===== src/rtl/scan_job_scheduler_if.sv =====
// Job request/grant bus between the two scan requesters, the scheduler and the pseudo-SPI engine.
// Requesters and the engine sit on the master side; the scheduler is the slave.

interface scan_job_scheduler_if #(
  parameter int unsigned MEMORY_ADDR_WIDTH = 9,
  parameter int unsigned RESERVED_DATA_LEN = 8
);
  logic                         req0;
  logic                         req1;
  logic [MEMORY_ADDR_WIDTH-1:0] addr0;
  logic [MEMORY_ADDR_WIDTH-1:0] addr1;
  logic [RESERVED_DATA_LEN-1:0] len0;
  logic [RESERVED_DATA_LEN-1:0] len1;
  logic                         ack0;
  logic                         ack1;
  logic                         done0;
  logic                         done1;
  logic                         err0;
  logic                         err1;
  logic                         BGN;
  logic [MEMORY_ADDR_WIDTH-1:0] ADDR_BGN;
  logic [RESERVED_DATA_LEN-1:0] DATA_LEN;
  logic                         spi_is_done;
  logic                         busy;
  logic                         grant_id;

  modport slave (
    input  req0, req1, addr0, addr1, len0, len1, spi_is_done,
    output ack0, ack1, done0, done1, err0, err1, BGN, ADDR_BGN, DATA_LEN, busy, grant_id
  );

  modport master (
    output req0, req1, addr0, addr1, len0, len1, spi_is_done,
    input  ack0, ack1, done0, done1, err0, err1, BGN, ADDR_BGN, DATA_LEN, busy, grant_id
  );
endinterface


===== src/rtl/scan_job_scheduler.sv =====
// Round-robin two-requester job scheduler driving the pseudo-SPI scan engine.
// Optional BUSY timeout with abort is enabled by defining SCAN_SCHED_TIMEOUT_EN.

module scan_job_scheduler #(
  parameter int unsigned MEMORY_ADDR_WIDTH = 9,
  parameter int unsigned RESERVED_DATA_LEN = 8,
  parameter int unsigned TIMEOUT_CYCLES    = 4096
) (
  input logic                 CLK,
  input logic                 rst_n,
  scan_job_scheduler_if.slave bus
);

  // The timeout counter is 16 bits wide, so the limit must fit in it.
  if (TIMEOUT_CYCLES == 0 || TIMEOUT_CYCLES > 65535) begin : g_bad_timeout
    $fatal(1, "TIMEOUT_CYCLES must be in 1..65535");
  end

`ifdef SCAN_SCHED_TIMEOUT_EN
  typedef enum logic [2:0] {StIdle, StGrant, StBusy, StFinish, StCool, StAbort} state_e;
  localparam logic [15:0] TmoLast = 16'(TIMEOUT_CYCLES - 1);
`else
  typedef enum logic [2:0] {StIdle, StGrant, StBusy, StFinish, StCool} state_e;
`endif

  state_e                       state_q, state_d;
  logic                         last_grant_q, last_grant_d;
  logic                         grant_id_q, grant_id_d;
  logic [1:0]                   ack_q, ack_d;
  logic [1:0]                   done_q, done_d;
  logic [1:0]                   err_q, err_d;
  logic                         bgn_q, bgn_d;
  logic                         busy_q, busy_d;
  logic [MEMORY_ADDR_WIDTH-1:0] addr_q, addr_d;
  logic [RESERVED_DATA_LEN-1:0] len_q, len_d;
  logic                         win;
`ifdef SCAN_SCHED_TIMEOUT_EN
  logic [15:0]                  tmo_q, tmo_d;
`endif

  always_comb begin
    state_d      = state_q;
    last_grant_d = last_grant_q;
    grant_id_d   = grant_id_q;
    ack_d        = 2'b00;
    done_d       = 2'b00;
    err_d        = 2'b00;
    bgn_d        = 1'b0;
    addr_d       = addr_q;
    len_d        = len_q;
`ifdef SCAN_SCHED_TIMEOUT_EN
    tmo_d        = tmo_q;
`endif
    // On a tie the port that did not win last time is served.
    win = (bus.req0 && bus.req1) ? ~last_grant_q : bus.req1;

    unique case (state_q)
      StIdle: begin
        if (bus.req0 || bus.req1) begin
          state_d      = StGrant;
          ack_d[win]   = 1'b1;
          addr_d       = win ? bus.addr1 : bus.addr0;
          len_d        = win ? bus.len1 : bus.len0;
          grant_id_d   = win;
          last_grant_d = win;
        end
      end
      StGrant: begin
        if (len_q == '0) begin
          err_d[grant_id_q] = 1'b1;
          state_d           = StIdle;
        end else begin
          bgn_d   = 1'b1;
          state_d = StBusy;
`ifdef SCAN_SCHED_TIMEOUT_EN
          tmo_d   = '0;
`endif
        end
      end
      StBusy: begin
        if (bus.spi_is_done) begin
          done_d[grant_id_q] = 1'b1;
          state_d            = StFinish;
        end else begin
          bgn_d = 1'b1;
`ifdef SCAN_SCHED_TIMEOUT_EN
          if (tmo_q == TmoLast) begin
            bgn_d             = 1'b0;
            err_d[grant_id_q] = 1'b1;
            state_d           = StAbort;
          end else begin
            tmo_d = tmo_q + 16'd1;
          end
`endif
        end
      end
      StFinish: begin
        state_d = StCool;
      end
      StCool: begin
        // Never restart the engine while its done level is still up.
        if (!bus.spi_is_done) begin
          state_d = StIdle;
        end
      end
`ifdef SCAN_SCHED_TIMEOUT_EN
      StAbort: begin
        state_d = StIdle;
      end
`endif
      default: begin
        state_d = StIdle;
      end
    endcase

    busy_d = (state_d != StIdle);
  end

  always_ff @(posedge CLK or negedge rst_n) begin
    if (!rst_n) begin
      state_q      <= StIdle;
      last_grant_q <= 1'b1;
      grant_id_q   <= 1'b0;
      ack_q        <= 2'b00;
      done_q       <= 2'b00;
      err_q        <= 2'b00;
      bgn_q        <= 1'b0;
      busy_q       <= 1'b0;
      addr_q       <= '0;
      len_q        <= '0;
    end else begin
      state_q      <= state_d;
      last_grant_q <= last_grant_d;
      grant_id_q   <= grant_id_d;
      ack_q        <= ack_d;
      done_q       <= done_d;
      err_q        <= err_d;
      bgn_q        <= bgn_d;
      busy_q       <= busy_d;
      addr_q       <= addr_d;
      len_q        <= len_d;
    end
  end

`ifdef SCAN_SCHED_TIMEOUT_EN
  always_ff @(posedge CLK or negedge rst_n) begin
    if (!rst_n) begin
      tmo_q <= '0;
    end else begin
      tmo_q <= tmo_d;
    end
  end
`endif

  assign bus.ack0     = ack_q[0];
  assign bus.ack1     = ack_q[1];
  assign bus.done0    = done_q[0];
  assign bus.done1    = done_q[1];
  assign bus.err0     = err_q[0];
  assign bus.err1     = err_q[1];
  assign bus.BGN      = bgn_q;
  assign bus.ADDR_BGN = addr_q;
  assign bus.DATA_LEN = len_q;
  assign bus.busy     = busy_q;
  assign bus.grant_id = grant_id_q;

endmodule


===== src/flat_wrapper.sv =====
// flat-port wrapper written by rule: the top's interface ports become plain ports
module scan_job_scheduler_flat 
#(
  parameter int unsigned MEMORY_ADDR_WIDTH = 9,
  parameter int unsigned RESERVED_DATA_LEN = 8,
  parameter int unsigned TIMEOUT_CYCLES    = 4096
)
  (CLK, rst_n, bus_req0, bus_req1, bus_addr0, bus_addr1, bus_len0, bus_len1, bus_spi_is_done, bus_ack0, bus_ack1, bus_done0, bus_done1, bus_err0, bus_err1, bus_BGN, bus_ADDR_BGN, bus_DATA_LEN, bus_busy, bus_grant_id);
  scan_job_scheduler_if #(.MEMORY_ADDR_WIDTH(MEMORY_ADDR_WIDTH), .RESERVED_DATA_LEN(RESERVED_DATA_LEN)) bus_i ();
  input logic CLK;
  input logic rst_n;
  input wire logic [$bits(bus_i.req0)-1:0] bus_req0;
  input wire logic [$bits(bus_i.req1)-1:0] bus_req1;
  input wire logic [$bits(bus_i.addr0)-1:0] bus_addr0;
  input wire logic [$bits(bus_i.addr1)-1:0] bus_addr1;
  input wire logic [$bits(bus_i.len0)-1:0] bus_len0;
  input wire logic [$bits(bus_i.len1)-1:0] bus_len1;
  input wire logic [$bits(bus_i.spi_is_done)-1:0] bus_spi_is_done;
  output wire logic [$bits(bus_i.ack0)-1:0] bus_ack0;
  output wire logic [$bits(bus_i.ack1)-1:0] bus_ack1;
  output wire logic [$bits(bus_i.done0)-1:0] bus_done0;
  output wire logic [$bits(bus_i.done1)-1:0] bus_done1;
  output wire logic [$bits(bus_i.err0)-1:0] bus_err0;
  output wire logic [$bits(bus_i.err1)-1:0] bus_err1;
  output wire logic [$bits(bus_i.BGN)-1:0] bus_BGN;
  output wire logic [$bits(bus_i.ADDR_BGN)-1:0] bus_ADDR_BGN;
  output wire logic [$bits(bus_i.DATA_LEN)-1:0] bus_DATA_LEN;
  output wire logic [$bits(bus_i.busy)-1:0] bus_busy;
  output wire logic [$bits(bus_i.grant_id)-1:0] bus_grant_id;
  assign bus_i.req0 = bus_req0;
  assign bus_i.req1 = bus_req1;
  assign bus_i.addr0 = bus_addr0;
  assign bus_i.addr1 = bus_addr1;
  assign bus_i.len0 = bus_len0;
  assign bus_i.len1 = bus_len1;
  assign bus_i.spi_is_done = bus_spi_is_done;
  assign bus_ack0 = bus_i.ack0;
  assign bus_ack1 = bus_i.ack1;
  assign bus_done0 = bus_i.done0;
  assign bus_done1 = bus_i.done1;
  assign bus_err0 = bus_i.err0;
  assign bus_err1 = bus_i.err1;
  assign bus_BGN = bus_i.BGN;
  assign bus_ADDR_BGN = bus_i.ADDR_BGN;
  assign bus_DATA_LEN = bus_i.DATA_LEN;
  assign bus_busy = bus_i.busy;
  assign bus_grant_id = bus_i.grant_id;
  scan_job_scheduler #(.MEMORY_ADDR_WIDTH(MEMORY_ADDR_WIDTH), .RESERVED_DATA_LEN(RESERVED_DATA_LEN), .TIMEOUT_CYCLES(TIMEOUT_CYCLES)) u_core (.CLK(CLK), .rst_n(rst_n), .bus(bus_i));
endmodule

===== config.mk =====
export PLATFORM = sky130hd
export DESIGN_NAME = scan_job_scheduler_flat
export DESIGN_NICKNAME = d
export VERILOG_FILES = /design/src/rtl/scan_job_scheduler_if.sv /design/src/rtl/scan_job_scheduler.sv /design/src/flat_wrapper.sv
export SDC_FILE = /design/constraint.sdc
export NUM_CORES = 1
export LEC_CHECK = 0
export ABC_AREA = 1
export CORE_MARGIN = 5
export CORE_UTILIZATION = 37
export CTS_CLUSTER_DIAMETER = 120
export DETAILED_ROUTE_END_ITERATION = 8
export PLACE_DENSITY = 0.85
export SYNTH_ARGS = -nofsm -noshare
export SYNTH_HDL_FRONTEND = slang
export SYNTH_SLANG_ARGS = --single-unit
export TNS_END_PERCENT = 10

===== constraint.sdc =====
create_clock -name CLK -period 1.3 [get_ports CLK]
set_input_delay 0.13 -clock CLK [delete_from_list [all_inputs] [get_ports CLK]]
set_output_delay 0.13 -clock CLK [all_outputs]
set_load 0.01 [all_outputs]

After elaboration in Yosys (flattened, before gate mapping). Cells that the tools add are included. Widths: inputs -> output; s select.

Magnitude comparators: 4. Eq/ne operators: 4. Muxes and demuxes: 21. Bitwise gates (word level): 1. Reduce and logical (&&, ||, !) cells: 8.

Operator list (count): $pmux 3 s5 (1); $mux 2 (7); $mux 3 (3); $mux 9 (1); $logic_not 8->1 (1); $mux 8 (1); $eq 3x2->1 const B (2); $mux 1 (5); $lt 1x2->1 const B (2); $eq 3x1->1 const B (1); $eq 3x3->1 const B (1); $logic_and 1x1->1 (3); $logic_not 3->1 (1); $reduce_bool 3->1 (1); $demux 1 s1 (2); $ge 1x1->1 const B (2); $pmux 1 s2 (1); $reduce_and 2->1 (1); $logic_or 1x1->1 (1); $not 1->1 (1).

Bits in registers: 30. Output and inout bits: 26. Word-level logic and storage cells: 48.

Logic depth before layout (Yosys ltp).
Depth after elaboration: 8. Gate-level depth with buffers: 8. Depth with buffers taken out: 7.

Worst setup path before layout. Ideal clock, no wire load.

Path kind: flip-flop to flip-flop. From: register u_core.last_grant_q. To: register u_core.addr_q[0] (netlist: u_core.bus.ADDR_BGN[0]). Setup time: 0.116 ns. Arrival time: 1.042 ns. Data required time: 1.184 ns. Path slack: 0.142 ns. Stages on the path, launching flop included: 9. Period minus slack after synthesis: 1.158 ns. Cells stage by stage: dfstp_2 > nand2_1 > nand2_4 > inv_4 > buf_6 > nand2_1 > nand2_1 > nand2_1 > nand2_1.

Longest elaborated chain between the ends: 3.

Ends and longest elaborated chain: start, declared (RTL line scan_job_scheduler.sv:27) `logic last_grant_q, last_grant_d;`; start signal, assigned (RTL line scan_job_scheduler.sv:133) `last_grant_q <= last_grant_d;`; $not 1->1 (RTL line scan_job_scheduler.sv:55) `win = (bus.req0 && bus.req1) ? ~last_grant_q : bus.req1;`; $mux 1 (RTL line scan_job_scheduler.sv:55); $mux 9 (RTL line scan_job_scheduler.sv:62) `addr_d = win ? bus.addr1 : bus.addr0;`; end signal, assigned (RTL line scan_job_scheduler.sv:140) `addr_q <= addr_d;`; end, declared (RTL line scan_job_scheduler.sv:34) `logic [MEMORY_ADDR_WIDTH-1:0] addr_q, addr_d;`.

No other way between the ends. A chain may end at the register's enable or synchronous reset.

Worst setup path in the final report.
From: register u_core.err_q[0]. To: output bus_err0.

RTL lines: start, declared (RTL line scan_job_scheduler.sv:31) `logic [1:0] err_q, err_d;`; start signal, assigned (RTL line scan_job_scheduler.sv:137) `err_q <= err_d;`; end, declared (RTL line flat_wrapper.sv:23) `output wire logic [$bits(bus_i.err0)-1:0] bus_err0;`.

No word-level cell between the ends.

==> results.md <==
- Status: finished, final reports clean
- Critical path arrival: roughly 1.1 ns
- First-pass GRT wire length: between 5 and 6 mm
- Pin count of the biggest net entering global routing: 31
- Final Cell Area: about 0.0022 sq mm
- Routed wire per std cell: 11.20 um
- CTS Buf Count: 5
- Met1 Resource Use GR: 14.80%
- CP cell instances: clkdlybuf4s50_1
- Vias post-DR: 1322
- Critical Path Sink Type: output port
- GR met2 Demand/Resource: between 20% and 30%
- H-tree lvl count: 2
- Part of the Yosys area used for sequential elements: a little over half
- Placer Congestion: between 0.7 and 0.8
- Final hold vios: 0
- Total GRT Usage: between 10% and 20%
- Syn-to-layout area delta: 58.73%
- Max Fclk: 0.7999 GHz
- Syn_nets: between 200 and 250
- Post-CTS Repair Setup Buffers: 0
- Leak: ~1.2 nW
- Clk_lat worst skew: between 0.2 and 0.3 ns
- Initial antenna violation count: 0
- Clock root buffer: clkbuf_8
- Slew Limit Fails: 0
- WP data required: ~1.2 ns
- TritonCTS Sinks: 30
- Die Ht: roughly 71 um
- Clock transition at path regs: 0.06 ns
- Final Power: ~4.3 mW
- Relative slew slack: approximately 83%
- Max-cap violation count: 0
- Layout cell share with drive strength beyond 1: under 10%
- Final min period: ~1.3 ns
- RSZ-0062 raised after global routing: no
- I/O pin total: 65
- Remaining routing DRC violations: 0
- Max FO, Critical Path: 1
- First-pass DRT Iterations: 4
- Antenna Violating Nets Remaining: 0
- Sw Share: 37.66%
- Number of synthesized flops with an enable pin: 0
- Sequential power share: 36.4%
- Synthesized area: about 0.0014 sq mm
- Worst Skew: a little over 0.007 ns
- Net Sw Power: 1.630 mW
- Share of flip-flops with an asynchronous set or reset: 100.0%
- DR vias/cell: about 4.4
- Initial DRC count: between 40 and 50
- Top FF cell, synth: dfrtp_1
- Slowest stage delay, CP: between 0.5 and 0.6 ns
- VDD IR-drop max: 0.0008392 V
- Final-stage net count: about 290
- Area taken by multi-input logic gates: approximately 560 sq um
- WL final: between 3 and 4 mm
- Type of the most critical hold path: input port to asynchronous set/reset pin
- CTS tree: built
- Count leader, synth: nand2_1
- CTS Buffer Depth: 2
- WS Path Type: flip-flop to output port
- Synth top area share: 51.92%
- Slew @ Worst Pin: roughly 0.25 ns
- Post-synthesis cell type count: 19
- Gr busiest metal: met2
- Post-synth top cells: nand2_1 (111), dfrtp_1 (29), nor2_1 (11)
- Clk pwr share: around 17%
- GRT overflow: 0
- Die area: approximately 0.005 sq mm
- Synth warnings: 0
- Starting Density: approximately two fifths
- Final period util: a little over nine tenths
- Top cell type by total area after synthesis: dfrtp_1
- DIE WIDTH: around 71 um
- Comb power frac: between 40% and 50%
- Cell Area, Placed: roughly 0.0021 sq mm
- Crit-path leading delay family: buffers and inverters
- Crit-path slowest cell: clkdlybuf4s50_1
- Final HPWL from detailed placement: 2.639 mm
- Number of diodes: 0
- Crit path buffers/inverters: 1
- Post-Syn Instances: 179
- CORE AREA: approximately 0.0037 sq mm
- IO Port Bufs: between 60 and 70
- #FFs+latches synth: 30
- Vias in the first global route: between 1000 and 1500
- Layout fillers: between 300 and 400
- # rows: 22
- Avg Cell Area, Syn: 7.808 sq um
- Nature of the critical path startpoint: flip-flop
- Int Power: 2.699 mW
- PD cells: 1951 mW/mm^2
- Hold_buf cts: 0
- Endpoints failing setup: 0
- Met3 Usage GRT: between 5 and 6%
- Top cells by area, synth: dfrtp_1 (52%), nand2_1 (30%), nor2_1 (3.0%)
- Seq. cell area: about 750 sq um
## final timing paths
check,startpoint,end,slack [ns],depth (start not counted)
worst max-delay path,u_core.err_q[0],bus_err0,0.05,1
worst min-delay path,rst_n,u_core.ack_q[0],0.22,2
worst max register to register,u_core.state_q[1],u_core.bus.DATA_LEN[1],0.13,5
worst min register to register,u_core.last_grant_q,u_core.last_grant_q,0.47,2
max in group asynchronous,rst_n,u_core.last_grant_q,0.84,2
min in group CLK,bus_len1[4],u_core.bus.DATA_LEN[4],0.47,5
## sequential cells by signal, indices dropped and copies added (netlist names)
name,flops
u_core.done_q,2
u_core.bus.ADDR_BGN,9
u_core.bus.DATA_LEN,8
u_core.err_q,2
u_core.state_q,3
u_core.bus.BGN,1
u_core.bus.busy,1
u_core.bus.grant_id,1
u_core.ack_q,2
u_core.last_grant_q,1
## cells in the final DEF, fill, tap and decap left out
cell and n:
nand2_1 111, clkdlybuf4s50_1 45, dfrtp_1 29, dlygate4sd2_1 17, nor2_1 11, buf_4 7
clkbuf_8 6, inv_1 5, nand3_1 3, nor2_2 2, nand2_4 2, o21ai_0 2
clkbuf_1 2, dlymetal6s2s_1 2, buf_12 2, nand4_1 1, inv_2 1, nand3_4 1
nor3_1 1, o21ai_1 1, inv_4 1, nand3_2 1, clkinv_4 1, dfstp_2 1
## cells by family after synthesis
| kind of cell | synth area share (%) |
|---|---|
| flops | 53.81 |
| buf+inv | 5.998 |
| simple gates | 39.12 |
| compound gates | 1.074 |
## power by group through the flow
| stage | combinational [mW] | clock, mW | sequential, mW |
|---|---|---|---|
| 2_1_floorplan | 1.01 | 0 | 1.71 |
| 3_3_place_gp | 2.18 | 0 | 1.58 |
| 3_5_place_dp | 2.22 | 0 | 1.60 |
| 4_1_cts | 2.06 | 0.765 | 1.58 |
| 5_1_grt | 2.27 | 0.808 | 1.63 |
| 6_report | 2.02 | 0.735 | 1.58 |
## routing by layer
metal	part of all wire (%)	vias to the layer above
met2	47	47
met4	2.1	0
met5	0	-
met3	9.2	6
met1	42	573
li1	-	696
## area by class of cell
type	count	share of cell area [%]
Sequential cell	30	33.90
Timing Repair Buffer	73	32.32
Multi-Input combinational cell	136	25.32
Clock buffer	8	4.061
Tap cell	48	2.707
Inverter	8	1.692
## stage by stage
step,setup TNS [ns],utilization [%],std cells,worst slack (ns),hold WS (ns)
2_1_floorplan,0,-,179,0.1415,-0.1656
3_3_place_gp,-0.4015,58.58,295,-0.03439,0.4550
3_5_place_dp,-0.8699,58.58,295,-0.06296,0.4645
4_1_cts,0,60.46,303,0.004010,0.2190
5_1_grt,0,60.59,303,0.0006084,0.2196
6_report,0,60.59,303,0.04981,0.2177
## timing repair
action                                  CTS  global route
cloned                                    0             0
endpoints found under the setup margin   17             5
resized for setup                        17             3
(Power assumes the default switching activity.)
==> patch: new RTL, same settings <==
Encoding of `state_e`: now one-hot (5 bits for 5 states).
--- a/src/rtl/scan_job_scheduler.sv
+++ b/src/rtl/scan_job_scheduler.sv
@@ -22,3 +22,3 @@
 `else
-  typedef enum logic [2:0] {StIdle, StGrant, StBusy, StFinish, StCool} state_e;
+  typedef enum logic [4:0] {StIdle = 5'b00001, StGrant = 5'b00010, StBusy = 5'b00100, StFinish = 5'b01000, StCool = 5'b10000} state_e;
 `endif
Formal check against the unedited RTL: no difference found for any inputs over 10 cycles, from zero or initial values and one cycle with rst_n low; not proved beyond that.
==> patch against the original RTL <==
- the flow now finishes with violations (negative setup slack)
- total power increased by 16%
- design area rose by 13%
- clock power increased by 4.5%
- setup slack lost 0.077 ns
- sequential cell count rose by 2
- critical path type is now flop to flop
- routed wire length grew 17%
- hold slack lost 0.011 ns
- synthesized area grew 11%
- largest power group unchanged
==> patch: results (changes against the original RTL) <==
- Unique masters post-synth: 17 (was 19)
- First-pass GRT wire length: 6.80 mm (was 5.55 mm)
- CP endpoint: u_core.bus.DATA_LEN[2] (was bus_err0)
- Cells after Synth: 202 (was 179)
- Final Skew: 0.00408 ns (was 0.00720 ns)
- DRT Wirelength: 3.98 mm (was 3.40 mm)
- Slowest CP cell: dfstp_2 (was clkdlybuf4s50_1)
- CP startpoint: u_core.state_q[0] (was u_core.err_q[0])
- DR WL met2: 2.10 mm (was 1.59 mm)
- Initial DRC count: 88 (was 44)
- All-layer global routing usage: 16.3% (was 14.1%)
- Total power: 5010 µW (was 4330 µW)
- GP Congestion: 0.794 (was 0.760)
- Main synth FF type: dfrtp_1 (unchanged)
- Worst-path clk slew: 0.06 ns (about the same)
- Vias/cell: 4.51 (was 4.36)
- Final setup fails: 8 (was 0)
- Root buf cell: clkbuf_8 (unchanged)
- Combinational Power Share: 51.0% (was 46.6%)
- Int Power: 3100 µW (was 2700 µW)
- Number of global-route vias before repair: 1,556 (was 1,325)
- Length in cells of the worst reg-to-reg path: 8 (was 5)
- Synth top area cells: dfrtp_1, nand2_1, nor2_1 (unchanged)
- Met1 Use GR: 17.8% (was 14.8%)
- Slew HR: 80.3% (was 83.4%)
- Synthesized Nets: 241 (was 218)
- Fill cells: 360 (was 334)
- Failing checks: negative setup slack
- Largest net degree at the start of global routing: 33 (was 31)
- Status: finished with violations (was finished clean)
- Wire length on met3: 292 µm (was 311 µm)
- Data arrival, critical path: 1.55 ns (was 1.12 ns)
- CTS Buf Count: 5 (unchanged)
- Static leakage: 0.00141 µW (was 0.00120 µW)
- DRT met1 WL: 1.49 mm (was 1.42 mm)
- Final worst setup slack: -0.0269 ns (was 0.0498 ns)
- Most common library cells after synthesis: nand2_1, dfrtp_1, nor2_1 (unchanged)
- Via count: 1,526 (was 1,322)
- Max reg flops: 9 (unchanged)
- Met2 usage: 28.1% (was 24.1%)
- Fin Setup TNS: -0.0547 ns (was 0 ns)
- Max VDD drop: 0.000816 V (was 0.000839 V)
- Clk pwr share: 15.3% (was 17.0%)
- Placed cells: 327 (was 295)
- Met3 Resource Use GR: 5.21% (was 5.75%)
- Share of cells above drive strength 1: 17.4% (was 9.80%)
- Post-DP HPWL: 3.20 mm (was 2.64 mm)
- Register area share after synthesis: 51.9% (was 53.8%)
- Placed cell area: 2360 µm² (was 2140 µm²)
- Min Hold Slack: 0.207 ns (was 0.218 ns)
- Crit path max fanout: 10 (was 1)
==> patch: cell types whose count changed in the layout (fill, tap and decap cells not counted), moves of 3 or more <==
cell,before,now
buf_4,7,14
inv_1,5,8
nand2_1,111,104
nor2_4,0,3
dlymetal6s2s_1,2,5
clkdlybuf4s50_1,45,41
nand2_2,0,13
nor2_1,11,18
==> patch: kinds of logic after synthesis <==
family | after synthesis | synth area share, %
and+or+nand+nor | 150 | 40.6
DFF | 32 | 51.9
AOI/OAI and AO/OA | 4 | 1.46
buffers and inverters | 16 | 6.06
==> patch: final cells by class <==
type,count,area (µm²),share of cell area [%]
Tap cell,50,62.6,2.50
Inverter,11,41.3,1.65
Sequential cell,32,803,32.1
Multi-Input combinational cell,154,683,27.3
Timing Repair Buffer,83,818,32.7
Clock buffer,8,90.1,3.61
==> patch: repair_timing <==
action                                  CTS  global route
endpoints found under the setup margin   38            30
cloned                                    0             0
pin swaps                                 2             2
buffers inserted                          3             0
resized for setup                        24            13
